**src/rtl/sum_acc_pkg.sv**
```systemverilog
// Shared types and helpers for the sum_accumulator block-sum stage.
package sum_acc_pkg;

  typedef enum logic {
    ACCUM = 1'b0,
    HOLD  = 1'b1
  } state_e;

  // Full-growth width: N samples of L bits need log2(N) extra bits.
  function automatic int acc_width(input int l, input int n);
    return l + $clog2(n);
  endfunction

endpackage

```
**src/rtl/sum_accumulator.sv**
```systemverilog
// Accumulates N consecutive signed sums into a full-growth total on a valid/ready output.
// Optional window mean output out_avg is enabled by defining SUM_ACC_AVG_EN.
module sum_accumulator
  import sum_acc_pkg::*;
#(
  parameter  int L  = 4,
  parameter  int N  = 8,
  localparam int AW = acc_width(L, N)
) (
  input  logic                 clk,
  input  logic                 rst_n,
  input  logic                 in_valid,
  output logic                 in_ready,
  input  logic signed [L-1:0]  in_sum,
  output logic                 out_valid,
  input  logic                 out_ready,
  output logic signed [AW-1:0] out_acc
`ifdef SUM_ACC_AVG_EN
  ,
  output logic signed [L-1:0]  out_avg
`endif
);

  localparam int             CW   = $clog2(N);
  localparam logic [CW-1:0]  LAST = CW'(N - 1);

  state_e                state_q, state_d;
  logic signed [AW-1:0]  acc_q, acc_d;
  logic        [CW-1:0]  cnt_q, cnt_d;
  logic                  out_valid_q, out_valid_d;
  logic signed [AW-1:0]  out_acc_q, out_acc_d;

  logic                  transfer;
  logic signed [AW-1:0]  sum_ext;
  logic signed [AW-1:0]  sum_total;

  // Gated by rst_n so the block never advertises readiness while held in reset.
  assign in_ready  = rst_n && (state_q == ACCUM);
  assign transfer  = in_valid && in_ready;
  assign sum_ext   = AW'(in_sum);
  assign sum_total = acc_q + sum_ext;

  always_comb begin
    // NOTE: every next-state signal gets its hold value first so no path leaves one unassigned (no latches).
    state_d     = state_q;
    acc_d       = acc_q;
    cnt_d       = cnt_q;
    out_valid_d = out_valid_q;
    out_acc_d   = out_acc_q;

    unique case (state_q)
      ACCUM: begin
        if (transfer) begin
          if (cnt_q == LAST) begin
            out_acc_d   = sum_total;
            acc_d       = '0;
            cnt_d       = '0;
            out_valid_d = 1'b1;
            state_d     = HOLD;
          end else begin
            acc_d = sum_total;
            cnt_d = cnt_q + CW'(1);
          end
        end
      end
      HOLD: begin
        if (out_valid_q && out_ready) begin
          out_valid_d = 1'b0;
          state_d     = ACCUM;
        end
      end
      default: state_d = ACCUM;
    endcase
  end

  // NOTE: sequential state uses non-blocking assignments so all registers update together at the edge.
  always_ff @(posedge clk) begin
    if (!rst_n) begin
      state_q     <= ACCUM;
      acc_q       <= '0;
      cnt_q       <= '0;
      out_valid_q <= 1'b0;
      out_acc_q   <= '0;
    end else begin
      state_q     <= state_d;
      acc_q       <= acc_d;
      cnt_q       <= cnt_d;
      out_valid_q <= out_valid_d;
      out_acc_q   <= out_acc_d;
    end
  end

  assign out_valid = out_valid_q;
  assign out_acc   = out_acc_q;

`ifdef SUM_ACC_AVG_EN
  logic signed [L-1:0] avg_q, avg_d;

  // Dropping the low log2(N) bits is an arithmetic shift: the mean floors toward -inf.
  always_comb begin
    avg_d = avg_q;
    if (state_q == ACCUM && transfer && cnt_q == LAST) begin
      avg_d = sum_total[AW-1:CW];
    end
  end

  always_ff @(posedge clk) begin
    if (!rst_n) begin
      avg_q <= '0;
    end else begin
      avg_q <= avg_d;
    end
  end

  assign out_avg = avg_q;
`endif

endmodule

```
**config.mk**
```make
export PLATFORM = sky130hd
export DESIGN_NAME = sum_accumulator
export DESIGN_NICKNAME = d
export VERILOG_FILES = /design/src/rtl/sum_acc_pkg.sv /design/src/rtl/sum_accumulator.sv
export SDC_FILE = /design/constraint.sdc
export NUM_CORES = 1
export LEC_CHECK = 0
export BUFFER_PORTS_ARGS = -buffer_cell sky130_fd_sc_hd__buf_2
export CAP_MARGIN = 10
export CORE_MARGIN = 8
export CORE_UTILIZATION = 54
export DETAILED_ROUTE_END_ITERATION = 8
export GPL_TIMING_DRIVEN = 0
export PLACE_DENSITY = 0.77
export SLEW_MARGIN = 20
export SYNTH_ARGS = -nofsm -noshare
export SYNTH_HDL_FRONTEND = slang
export SYNTH_SLANG_ARGS = --single-unit
```
**constraint.sdc**
```tcl
create_clock -name clk -period 2.3 [get_ports clk]
set_clock_uncertainty 0.2 [all_clocks]
set_input_delay 0.46 -clock clk [delete_from_list [all_inputs] [get_ports clk]]
set_output_delay 0.46 -clock clk [all_outputs]
set_load 0.005 [all_outputs]
```
### Word-level counts from Yosys, hierarchy flattened

Index checks and enable logic that the tools add are counted.

| operators by class | value |
|---|---|
| add/sub/neg operators | 2 |
| equal/unequal tests | 4 |
| multiplexer cells | 10 |
| bitwise operators | 1 |
| reduce and logical (&&, ||, !) cells | 6 |

Operator list:

| kind | number |
|---|---|
| $add A7 B4 Y7 | 1 |
| $mux W7 | 1 |
| $mux W1 | 6 |
| $reduce_and A3 Y1 | 2 |
| $ne A2 B1 Y1 const B | 2 |
| $pmux W1 S2 | 2 |
| $add A3 B1 Y3 const B | 1 |
| $eq A3 B3 Y1 const B | 1 |
| $logic_and A1 B1 Y1 | 3 |
| $mux W3 | 1 |
| $ne A2 B2 Y1 const B | 1 |
| $reduce_and A2 Y1 | 1 |
| $not A1 Y1 | 1 |

| storage, ports and cells | value |
|---|---|
| bits in registers | 19 |
| word-level logic and storage cells | 28 |

### Longest topological paths before layout

| depth | value |
|---|---|
| depth in word-level cells | 5 |
| depth in mapped cells | 7 |
| gate-level depth less buffers | 7 |

### Worst setup path after synthesis

Ideal clock, no wire load.

| timing | value |
|---|---|
| path type | input to register |
| start | input port in_sum[0] |
| end | register out_acc_q[6], in the netlist out_acc[6] |
| setup time | 0.132 ns |
| arrival time | 1.689 ns |
| data required time | 1.968 ns |
| slack | 0.279 ns |
| stages | 7 |
| path buffers | 0 |
| path through | ha_1 -> inv_1 -> fa_1 -> nor2b_4 -> o31ai_1 -> mux2i_1 -> a21oi_1 |

| between the ends | value |
|---|---|
| cells in the longest elaborated chain, start to end | 1 |

RTL lines:

| element | line | RTL |
|---|---|---|
| start: declaration | sum_accumulator.sv:14 | `input logic signed [L-1:0] in_sum,` |
| $add A7 B4 Y7 | sum_accumulator.sv:41 | `assign sum_total = acc_q + sum_ext;` |
| end signal: assignment | sum_accumulator.sv:89 | `out_acc_q <= out_acc_d;` |
| end: declaration | sum_accumulator.sv:31 | `logic signed [AW-1:0] out_acc_q, out_acc_d;` |

Every way passes these cells.
A chain may end at the register's enable or synchronous reset.

### Final worst setup path

| timing | value |
|---|---|
| start | register acc_q[0] |
| end | register out_acc_q[6], in the netlist out_acc[6] |

| between the ends | value |
|---|---|
| cells in the longest elaborated chain, start to end | 1 |

RTL lines:

| element | line | RTL |
|---|---|---|
| start: declaration | sum_accumulator.sv:28 | `logic signed [AW-1:0] acc_q, acc_d;` |
| start signal: assignment | sum_accumulator.sv:80 | `acc_q <= '0;` |
| start signal: assignment | sum_accumulator.sv:86 | `acc_q <= acc_d;` |
| $add A7 B4 Y7 | sum_accumulator.sv:41 |  |

Every way passes these cells.

==> results_dict.tcl <==
set metrics [dict create \
    ys_async_sr_fraction 0 \
    reg2reg_slack_ns 0.31 \
    avgSynthCellArea_um2 8.86 \
    r2r_end "out_acc[6]" \
    critPathLaunchType "flop" \
    synth_seq_area_share 0.358 \
    fin_crit_sh 0.866 \
    maxSlewViolCount 0 \
    grt_use_total 0.139 \
    yosysTopAreaCell "dfxtp_1" \
    clkPwrFrac 0.259 \
    synthFlopType "dfxtp_1" \
    holdCritStartpoint "out_ready" \
    min_path_cells 4 \
    p_sw_frac 0.300 \
    p_switching_mw 0.205 \
    outcome "finished, final reports clean" \
    die_width_um 60.4 \
    clockRootBuffer "clkbuf_4" \
    ys_ff_latch 19 \
    synth_edf_count 0 \
    antenna_found_initial 0 \
    whs_endpoint "state_q" \
    post-place-cells 163 \
    hpwl_um 1780 \
    cp.arrival_ns 1.98 \
    finalPower_mw 0.683 \
    dieHeight_um 60.4 \
    grt_max_degree 12 \
    power_frac_seq 0.514 \
    firstDrtPassIters 4 \
    cts_max_level 1 \
    dieArea_um2 3650 \
    p_leak_nw 0.560 \
    io_buffer_count 16 \
    setup_viol 0 \
    core-area_um2 1900 \
    clk_path_buf_depth 2 \
    synthTopCellsByCount "19 x dfxtp_1, 19 x nand2_1, 8 x ha_1, 7 x nor2_1, 6 x a21boi_0" \
    fin_nets 158 \
    ant_nets 0 \
    yosysTopAreaCellShare 0.358 \
    n_antenna_cell 0 \
    cp_max_fo 3 \
    grt_pass1_vias 951 \
    criticalPathCategory "flop to flop" \
    avgRoutedWirePerCell_um 14.2 \
    post_cts_buffers 0 \
    start_util 0.559 \
    clock_sinks 19 \
    synth_cell_types 41 \
    ys.warnings.count 0 \
    vias 941 \
    syn_inst 120 \
    syn_area_um2 1060 \
    tightest_slew_ns 0.419 \
    power_frac_comb 0.228 \
    drcViolationCount 0 \
    clkLatencyLatePin_ns 0.31 \
    peakVddDrop_uv 383 \
    fmax_mhz 502 \
    area_delta_synth_final_pct 13.8 \
    power_density_nw_per_um2 564 \
    tritoncts "done" \
    gp_congestion 0.882 \
    min_path_type "input pin to flop" \
    drt-initial-drc-count 32 \
    worstRegToRegCells 7 \
    cp-end-kind "flop" \
    tns_ns 0 \
    synth_area_leaders "dfxtp_1 36%, ha_1 9.4%, nand2_1 6.7%, a21boi_0 4.2%, nor2b_1 2.9%" \
    vias_per_cell 5.63 \
    finalCriticalPeriod_ns 1.99 \
    row_count 16 \
    hold_viol 0 \
    max-cap-violations 0 \
    slew_headroom 0.719 \
    rr_startpoint "acc_q[0]" \
    gr-total-overflow 0 \
    syn_nets 137 \
    drive_above_1_share 0.207 \
    ios 17 \
    cp.required_ns 2.28 \
    rsz0062_at_grt "no" \
    power.internal_mw 0.478 \
    ctsHoldBuffers 0 \
    final_cells 167 \
    numCtsBuffers 3 \
    fill_cells 174 \
    grt_pass1_wl_um 3970 \
    wirelength_um 2370 \
    path_clk_slew_ns 0.12 \
]
## state kept, by name, indices dropped and copies added, names as in the netlist
| register | flops |
|---|---|
| cnt_q | 3 |
| acc_q | 7 |
| out_acc | 7 |
| state_q | 1 |
| out_valid | 1 |
## how the worst max path moves through the flow
stage | slack (ns) | start | depth (start not counted) | end
floorplan | 0.28 | in_sum[0] | 7 | out_acc[6]
finish | 0.31 | acc_q[0] | 7 | out_acc[6]
global placement | -0.02 | in_sum[0] | 8 | out_acc[6]
global route | 0.15 | acc_q[0] | 7 | out_acc[6]
detailed placement | -0.12 | in_sum[0] | 8 | out_acc[6]
CTS | 0.14 | acc_q[0] | 7 | out_acc[6]
## layout by cell type (no fill, tap or decap), drive strengths merged
cell type	instances
buf	17
or2b	1
nor3	2
nand2	19
ha	8
nand3	5
xnor2	1
inv	5
nor2	7
dfxtp	19
xor2	1
or3	1
a21o	2
o21a	3
fa	1
o211ai	3
o211a	1
a211o	1
o221ai	1
o22ai	1
clkinv	1
or2	2
a21oi	4
nand3b	1
o21ai	4
and3	2
o31ai	3
and3b	1
o311a	1
mux2i	2
a22oi	1
clkbuf	5
a21boi	6
a211oi	2
nor2b	6
## what timing repair did
item / 4_1_cts / 5_1_grt
gates resized for setup: 0 / 1
endpoints found under the hold margin: 0 / 0
endpoints found under the setup margin: 0 / 1
## worst max-delay path, stage by stage (launching register included)
cell and delay [ns]:
dfxtp_1 0.33, ha_1 0.22, inv_1 0.08, fa_1 0.25, nor2b_4 0.06, o31ai_2 0.34, mux2i_1 0.29, a21oi_1 0.10
## routing by layer
| metal | wire [um] | vias to the layer above | track usage |
|---|---|---|---|
| met3 | 97 | 5 | 0.0233 |
| met2 | 1120 | 26 | 0.248 |
| met5 | 0 | - | 0 |
| li1 | - | 467 | - |
| met1 | 1120 | 443 | 0.162 |
| met4 | 34 | 0 | 0.0510 |
## power by group through the flow
stage | Clock (mW) | Combinational (mW) | Sequential [mW]
floorplan | 0 | 0.117 | 0.356
finish | 0.177 | 0.155 | 0.351
CTS | 0.177 | 0.153 | 0.350
detailed placement | 0 | 0.152 | 0.358
global route | 0.191 | 0.170 | 0.353
global placement | 0 | 0.145 | 0.358
## cell families (layout without fill, tap and decap cells)
kind of cell / count (synthesis) / after routing / share of synthesized area
and+or+nand+nor: 47 / 47 / 0.220
DFF: 19 / 19 / 0.358
buffers and inverters: 8 / 28 / 0.0412
adders and majority gates: 9 / 9 / 0.113
AOI/OAI and AO/OA: 33 / 33 / 0.233
xor gates and xnor gates: 2 / 2 / 0.0165
muxes: 2 / 2 / 0.0188
## through the flow
step                setup slack (ns)  utilization  instance area (um^2)  hold WS (ns)
finish                         0.308        0.636                  1210         0.247
global route                   0.153        0.636                  1210         0.274
CTS                            0.145        0.634                  1200         0.251
detailed placement            -0.115        0.619                  1180         0.253
global placement             -0.0193        0.619                  1180         0.247
floorplan                      0.279            -                  1060         0.238
## cell type report
type                            instances  area (um^2)  share of cell area
Multi-Input combinational cell         93          644               0.533
Clock buffer                            3         22.5              0.0186
Tap cell                               27         33.8              0.0279
Clock inverter                          1         5.00             0.00414
Sequential cell                        19          380               0.314
Buffer                                  3         25.0              0.0207
Timing Repair Buffer                   16         80.1              0.0662
Inverter                                5         18.8              0.0155
Power figures use the tool's default switching activity.
